$ cat config.mk
export PLATFORM = sky130hd
export DESIGN_NAME = seq_multiply
export DESIGN_NICKNAME = d
export VERILOG_FILES = /design/src/rtl/seq_multiply.sv
export SDC_FILE = /design/constraint.sdc
export NUM_CORES = 1
export LEC_CHECK = 0
export CAP_MARGIN = 30
export CELL_PAD_IN_SITES_DETAIL_PLACEMENT = 2
export CELL_PAD_IN_SITES_GLOBAL_PLACEMENT = 2
export CORE_MARGIN = 4
export CORE_UTILIZATION = 36
export DETAILED_ROUTE_END_ITERATION = 16
export PLACE_DENSITY = 0.82
export SYNTH_ARGS = -nofsm -noshare
export SYNTH_HDL_FRONTEND = slang
export SYNTH_SLANG_ARGS = --single-unit
$ cat constraint.sdc
create_clock -name clk -period 4.7 [get_ports clk]
set_clock_uncertainty 0.2 [all_clocks]
set_input_delay 1.41 -clock clk [delete_from_list [all_inputs] [get_ports clk]]
set_output_delay 1.41 -clock clk [all_outputs]
set_load 0.02 [all_outputs]
$ cat src/rtl/seq_multiply.sv
// Sequential signed fixed-point multiplier.
// Multiplies operand magnitudes with one shift-add step per cycle, applies the sign,
// then produces the full product plus a saturated rescale to the operand format.
// Optional feature: define SEQ_MULTIPLY_ROUND_EN to round half up before rescaling
// (otherwise the rescale truncates toward minus infinity).
module seq_multiply #(
    parameter int WIDTH     = 16,
    parameter int FRAC_BITS = 15
) (
    input  logic                 clk,
    input  logic                 rst_n,
    input  logic                 start,
    input  logic [WIDTH-1:0]     multiplier,
    input  logic [WIDTH-1:0]     multiplicand,
    output logic                 ready,
    output logic                 done,
    output logic [2*WIDTH-1:0]   result,
    output logic [WIDTH-1:0]     result_q,
    output logic                 sat
);

    localparam int CntW = $clog2(WIDTH + 1);

    // Rescale bounds, sign-extended to the widened product width.
    localparam logic signed [2*WIDTH:0] MaxQ = {{(WIDTH + 2){1'b0}}, {(WIDTH - 1){1'b1}}};
    localparam logic signed [2*WIDTH:0] MinQ = {{(WIDTH + 2){1'b1}}, {(WIDTH - 1){1'b0}}};
`ifdef SEQ_MULTIPLY_ROUND_EN
    localparam logic [2*WIDTH:0] RoundK = {{(2*WIDTH){1'b0}}, 1'b1} << (FRAC_BITS - 1);
`endif

    typedef enum logic [1:0] {StIdle, StCalc, StSign, StDone} state_e;

    state_e               state_q, state_d;
    logic [WIDTH-1:0]     mplier_q, mplier_d;
    logic [2*WIDTH-1:0]   mcand_q, mcand_d;
    logic [2*WIDTH-1:0]   acc_q, acc_d;
    logic                 sign_q, sign_d;
    logic [CntW-1:0]      cnt_q, cnt_d;
    logic [2*WIDTH-1:0]   prod_q, prod_d;
    logic [WIDTH-1:0]     resq_q, resq_d;
    logic                 sat_q, sat_d;
    logic                 done_q, done_d;

    logic [2*WIDTH-1:0]   prod_s;
    logic signed [2*WIDTH:0] prod_ext;
    logic signed [2*WIDTH:0] rounded;
    logic signed [2*WIDTH:0] shifted;
    logic [WIDTH-1:0]     resq_c;
    logic                 sat_c;

    // Two's complement magnitude; the most-negative value maps to 2^(WIDTH-1) unsigned.
    function automatic logic [WIDTH-1:0] mag(input logic [WIDTH-1:0] v);
        return v[WIDTH-1] ? -v : v;
    endfunction

    // Sign application, optional rounding, rescale and saturation of the magnitude product.
    always_comb begin
        prod_s   = sign_q ? -acc_q : acc_q;
        prod_ext = {prod_s[2*WIDTH-1], prod_s};
`ifdef SEQ_MULTIPLY_ROUND_EN
        rounded  = prod_ext + RoundK;
`else
        rounded  = prod_ext;
`endif
        shifted  = rounded >>> FRAC_BITS;
        sat_c    = 1'b0;
        resq_c   = shifted[WIDTH-1:0];
        if (shifted > MaxQ) begin
            sat_c  = 1'b1;
            resq_c = {1'b0, {(WIDTH - 1){1'b1}}};
        end else if (shifted < MinQ) begin
            sat_c  = 1'b1;
            resq_c = {1'b1, {(WIDTH - 1){1'b0}}};
        end
    end

    // Next-state and datapath updates for each FSM state.
    always_comb begin
        state_d  = state_q;
        mplier_d = mplier_q;
        mcand_d  = mcand_q;
        acc_d    = acc_q;
        sign_d   = sign_q;
        cnt_d    = cnt_q;
        prod_d   = prod_q;
        resq_d   = resq_q;
        sat_d    = sat_q;
        done_d   = 1'b0;
        unique case (state_q)
            StIdle: begin
                if (start) begin
                    mplier_d = mag(multiplier);
                    mcand_d  = {{WIDTH{1'b0}}, mag(multiplicand)};
                    sign_d   = multiplier[WIDTH-1] ^ multiplicand[WIDTH-1];
                    acc_d    = '0;
                    cnt_d    = '0;
                    state_d  = StCalc;
                end
            end
            StCalc: begin
                if (mplier_q[0]) begin
                    acc_d = acc_q + mcand_q;
                end
                mcand_d  = mcand_q << 1;
                mplier_d = mplier_q >> 1;
                cnt_d    = cnt_q + CntW'(1);
                if (cnt_q == CntW'(WIDTH - 1)) begin
                    state_d = StSign;
                end
            end
            StSign: begin
                prod_d  = prod_s;
                resq_d  = resq_c;
                sat_d   = sat_c;
                state_d = StDone;
            end
            StDone: begin
                // done is registered, so it is visible for the cycle after DONE.
                done_d  = 1'b1;
                state_d = StIdle;
            end
            default: state_d = StIdle;
        endcase
    end

    // State and datapath registers; reset aborts any operation in flight.
    always_ff @(posedge clk or negedge rst_n) begin
        if (!rst_n) begin
            state_q  <= StIdle;
            mplier_q <= '0;
            mcand_q  <= '0;
            acc_q    <= '0;
            sign_q   <= 1'b0;
            cnt_q    <= '0;
            prod_q   <= '0;
            resq_q   <= '0;
            sat_q    <= 1'b0;
            done_q   <= 1'b0;
        end else begin
            state_q  <= state_d;
            mplier_q <= mplier_d;
            mcand_q  <= mcand_d;
            acc_q    <= acc_d;
            sign_q   <= sign_d;
            cnt_q    <= cnt_d;
            prod_q   <= prod_d;
            resq_q   <= resq_d;
            sat_q    <= sat_d;
            done_q   <= done_d;
        end
    end

    assign ready    = (state_q == StIdle);
    assign done     = done_q;
    assign result   = prod_q;
    assign result_q = resq_q;
    assign sat      = sat_q;

endmodule

* After elaboration in Yosys (flattened, before gate mapping) *
Index checks and enable logic that the tools add are counted.

operators by class
  magnitude comparators = 2
  bitwise gates (word level) = 1
  equality and inequality tests = 7
  add/subtract/negate cells = 5
  multiplexer cells = 20
  reduce and logical (&&, ||, !) cells = 6

operators by type and width
  kind                                                              number
  two-way mux 32 bit                                                4
  one-hot mux 32 bit (2 select lines)                               2
  two-way mux 16 bit                                                5
  adder 32 bit                                                      1
  negation 16 bit                                                   2
  negation 32 bit                                                   1
  one-hot mux 16 bit (2 select lines)                               1
  greater-than comparator 17 x 16 -> 1 bit (second input constant)  1
  < comparator 17 x 16 -> 1 bit (second input constant)             1
  one-hot mux 5 bit (2 select lines)                                1
  one-hot mux 2 bit (4 select lines)                                1
  inequality test 2 bit (second input constant)                     3
  AND reduction 2 bit                                               3
  adder 5 x 1 -> 5 bit (second input constant)                      1
  == test 5 x 4 -> 1 bit (second input constant)                    1
  two-way mux 5 bit                                                 1
  == test 2 bit (second input constant)                             2
  two-way mux 2 bit                                                 2
  two-way mux 1 bit                                                 3
  AND reduction 3 bit                                               1
  == test 2 x 1 -> 1 bit (second input constant)                    1
  logical NOT 2 bit                                                 1
  nonzero test 2 bit                                                1
  XOR 1 bit                                                         1

word-level totals
  bits of input ports = 35
  flip-flop bits (word level) = 138
  output and inout port bits = 51

* Logic depth before layout (Yosys ltp) *
  depth in word-level cells = 5
  gate-level depth with buffers = 12

* Worst setup path before layout *
No wires, ideal clock.

  path kind = reg-to-reg
  start = register acc_q[5]
  end = register resq_q[11], in the netlist result_q[11]
  path buffers = 1
  setup time = 125 ps
  arrival time = 3092 ps
  data required time = 4375 ps
  path slack = 1284 ps
  cell stages (with the launch flop) = 11
  cell sequence = dfrtp_1 or4_1 or2_1 or3_4 or4_4 o31ai_4 xor2_4 nor2_2 buf_4 a21oi_1 mux2_2

between the ends
  cells in the longest elaborated chain, start to end = 5
  elaborated cells between the ends (all ways) = 6
  those cells by class = add/sub: 1; order compare: 2; mux: 3

RTL lines
  element                        RTL line  text
  from (decl)                    36        logic [2*WIDTH-1:0] acc_q, acc_d;
  from (signal assigned)         132       acc_q <= '0;
  from (signal assigned)         143       acc_q <= acc_d;
  negation 32 bit (*)            58        prod_s = sign_q ? -acc_q : acc_q;
  two-way mux 32 bit (*)         58
  < comparator 17 x 16 -> 1 bit  71        end else if (shifted < MinQ) begin
  two-way mux 16 bit             71
  two-way mux 16 bit (*)         68        if (shifted > MaxQ) begin
  to (signal assigned)           147       resq_q <= resq_d;
  to (decl)                      40        logic [WIDTH-1:0] resq_q, resq_d;

Mark *: on every way between the ends. The rest lies on a longest branch, timed or not.
A chain may end at the register's enable or synchronous reset.

* Worst setup path after layout *
  start = register acc_q[5]
  end = register resq_q[3], in the netlist result_q[3]

The elaborated chain is that of the path after synthesis.

==> results <==
- The number of hold buffers added after CTS was 0.
- The routed layout has 7,025 vias.
- The average detailed-routed wire length per instance is 19.7 um.
- Once detail routing completed, the nets flagged for antenna violations numbered 0.
- The wire length of the first global-routing pass is 41.7 mm.
- For this configuration, the core starts out at a cell density of 36.4%.
- The met1 routing resource usage after global routing is 25.6%.
- The final-report max-slew violation count is 0.
- The number of hold-slack violations in the final timing report is 0.
- Entering global routing, the biggest net connects 82 pins.
- The global routing stage identified its most utilized layer as met2.
- The critical path capture point type is a register.
- Setup total negative slack on the finished layout was measured at 0 ps.
- After clock tree synthesis, the clock-pin slew on the worst setup and hold paths is 60 ps.
- For this run, the number of Yosys warnings is 0.
- Data on the critical path is required at its endpoint by 4800 ps.
- In this run, the number of DRC markers left after iteration 0 of detailed routing was 213.
- Synthesis handed over a netlist of 895 instances.
- Across the run, the number of max-cap violations was 0.
- Setup repair after global routing left no endpoint under its margin.
- The finished layout holds 1,264 standard cells, fillers aside.
- The signal arrival time at the worst endpoint is 4130 ps.
- The die area is 0.0253 sq mm.
- The total CTS buffers is 17.
- For this run, the detailed router's first-pass iteration total came to 4.
- At the end of routability-driven placement, the weighted congestion stood at 0.830.
- In this run, synthesis produced a sequential element count of 138.
- The average footprint of a synthesized cell is 9.19 sq um.
- The placed wire-length estimate after detailed placement is 17.5 mm.
- The final critical path time including I/O delays and setup is 4020 ps.
- The core region is 0.0226 sq mm.
- The total overflow left after global routing is 0.
- The post-route clock period utilization is 85.6%.
- The net count reported at finish is 1,042.
- The initial antenna violation count came to 0.
- The H-tree generated during clock tree synthesis spans 4 levels.
- The synthesized net count is 971.
- In this run the worst hold path is classified as register to register.
- The measured slew at the worst slew-check pin is 822 ps.
- The antenna diode count is 0.
- The maximum fanout along the worst path is 12.
- The row count is 55.
- The most common flop cell mapped by yosys is dfrtp_1.
- The tightest slew margin relative to the limit is 44.8%.
- The share of the yosys chip area belonging to registers is 42.0%.
- The global routing usage on met2 is 34.4%.
- The number of global-route vias before repair is 7,764.
- TritonCTS built the clock tree.
- Relative to the synthesized area, the layout overhead comes to 21.2%.
- After detailed placement, the total cell area comes to 0.00936 sq mm.
- The ratio of total power to cell area is 735 mW/mm^2.
- The highest clock frequency the design can meet is 248 MHz.
- The clock reaches the later pin of the worst-skew pair after 430 ps.
- In the global route stage, overall resource usage came out at 19.9%.
- Dividing the detail-routed via count by the number of cells gives 5.56.
- The post-route standard cell area excluding fillers is 0.00997 sq mm.
- The run finished with clean final reports.
- The total design power is 0.00733 W.
- The global routing met3 resource utilization is 3.11%.
- In this run, placement finished with an instance count of 1,231.
- The root buffer cell chosen for the clock tree is clkbuf_16.
- For this design the static power due to leakage is 4.56 nW.
- After detailed routing, the total wire length is 24.9 mm.
- The count of input and output buffers is 85.
- VDD sags by at most 316 uV.
- The cell area that synthesis handed to floorplanning was 0.00822 sq mm.
- The number of top-level pins is 86.
- The clock net in this run drives a total of 138 sinks.
- The post-route netlist has 7.56% of its cells at a drive strength greater than 1.
- The die is 159 um wide.
- In the routed design, unresolved DRC markers number 0.
- The share of async-settable or async-resettable flops after synthesis is 100%.
- The clock passes through at most 2 buffers.
- Counting flops with a built-in enable in the synthesized netlist gives 0.
- The overall die height is 159 um.
- The post-cts gate resize count is 0.
- The number of different library cells used by synthesis comes to 60.
- The setup violation total in the final timing report is 0.
- The path type of the worst setup path is register to register.
- The startpoint class of the critical path is a register.
- The number of setup buffers added after CTS is 0.
-- where the power goes --
| part | switching, W | total [W] | internal [W] |
|---|---|---|---|
| Sequential | 0.000447 | 0.00213 | 0.00168 |
| Combinational | 0.00231 | 0.00386 | 0.00154 |
| Clock | 0.000506 | 0.00134 | 0.000835 |
-- placed cells by master, fill, tap and decap left out, types with 7 or more instances in the layout --
cell / synthesis / layout
xnor2_1: 25 / 25
a21oi_1: 93 / 93
nand2_1: 98 / 98
a21o_1: 27 / 27
a31oi_1: 8 / 8
inv_1: 21 / 21
o21ai_0: 94 / 94
ha_1: 40 / 38
and3_1: 8 / 8
xor2_1: 55 / 55
clkdlybuf4s50_1: 0 / 84
nor3_1: 7 / 7
nor2_1: 70 / 70
o31ai_1: 20 / 20
dfrtp_1: 138 / 138
a22o_1: 21 / 21
buf_4: 1 / 9
mux2_2: 16 / 16
a211oi_1: 7 / 7
clkbuf_16: 0 / 17
o41ai_1: 9 / 9
or4_1: 9 / 9
-- metrics by stage --
stage / util (%) / hold slack (ps) / worst slack [ps]
6_report: 44.2 / 273 / 676
5_1_grt: 44.2 / 287 / 516
4_1_cts: 44.1 / 282 / 670
3_5_place_dp: 41.5 / 268 / 525
3_3_place_gp: 41.5 / 263 / 739
2_1_floorplan: - / 244 / 1280
-- metal layers --
| layer | vias to the layer above | wire [um] |
|---|---|---|
| li1 | 3350 | - |
| met1 | 3534 | 11400 |
| met2 | 110 | 12300 |
| met3 | 31 | 682 |
| met4 | 0 | 467 |
| met5 | - | 0 |
-- synth_stat cells, drive strengths merged (16+ instances only) --
cell	instances	share of area (%)
nor2	71	3.3
dfrtp	138	42
xnor2	26	2.9
inv	21	0.96
ha	40	6.1
a21oi	93	5.7
o21ai	97	5.9
mux2	16	2.2
nand2	99	4.6
a22o	21	2.2
xor2	56	6.2
o31ai	21	2.1
a21o	27	2.5
clkbuf	34	1.6
-- final cells by class --
cell class	count	area [sq um]
inverters	21	78.8
well taps	285	357
flip-flops and latches	138	3450
clock inverters	7	88.8
clock buffers	25	495
multi-input cells	692	4530
fillers	2444	12600
repair buffers	96	960
-- sequential cells by signal, summed over array words and instances, names as in the netlist --
register and count:
acc_q 32, cnt_q 5, done 1, mcand_q 32
mplier_q 16, result 32, result_q 16, sat 1
sign_q 1, state_q 2
-- critical path, cell delays in order, from the launching register on --
cell and delay, ps:
dfrtp_1 450, or4_1 570, or2_1 270, or3_4 400, or4_4 550, o31ai_4 330, xor2_4 180, nor2_2 500
a21oi_1 130, mux2_2 320
-- cell families (layout without fill, tap and decap cells) --
| family | after synthesis | after routing | share of synthesized area, % |
|---|---|---|---|
| multiplexers | 22 | 22 | 2.92 |
| AND/OR/NAND/NOR | 236 | 236 | 13.1 |
| flip-flops | 138 | 138 | 42.0 |
| buffers and inverters | 65 | 149 | 3.10 |
| adder cells (fa/ha/maj) | 44 | 44 | 6.69 |
| AO/OA/AOI/OAI | 308 | 308 | 23.1 |
| XOR/XNOR | 82 | 82 | 9.05 |
-- final timing paths --
kind | start | end | slack [ps] | cells past startpoint
max | acc_q[5]$_DFFE_PN0P_ | result_q[3]$_DFFE_PN0P_ | 680 | 9
max in group asynchronous | rst_n | acc_q[3]$_DFFE_PN0P_ | 2610 | 2
max reg2reg | acc_q[5]$_DFFE_PN0P_ | result_q[3]$_DFFE_PN0P_ | 680 | 9
min | result[31]$_DFFE_PN0P_ | result[31]$_DFFE_PN0P_ | 270 | 1
min reg2reg | result[31]$_DFFE_PN0P_ | result[31]$_DFFE_PN0P_ | 270 | 1
min in group asynchronous | rst_n | result_q[12]$_DFFE_PN0P_ | 840 | 1
Power figures use the tool's default switching activity.
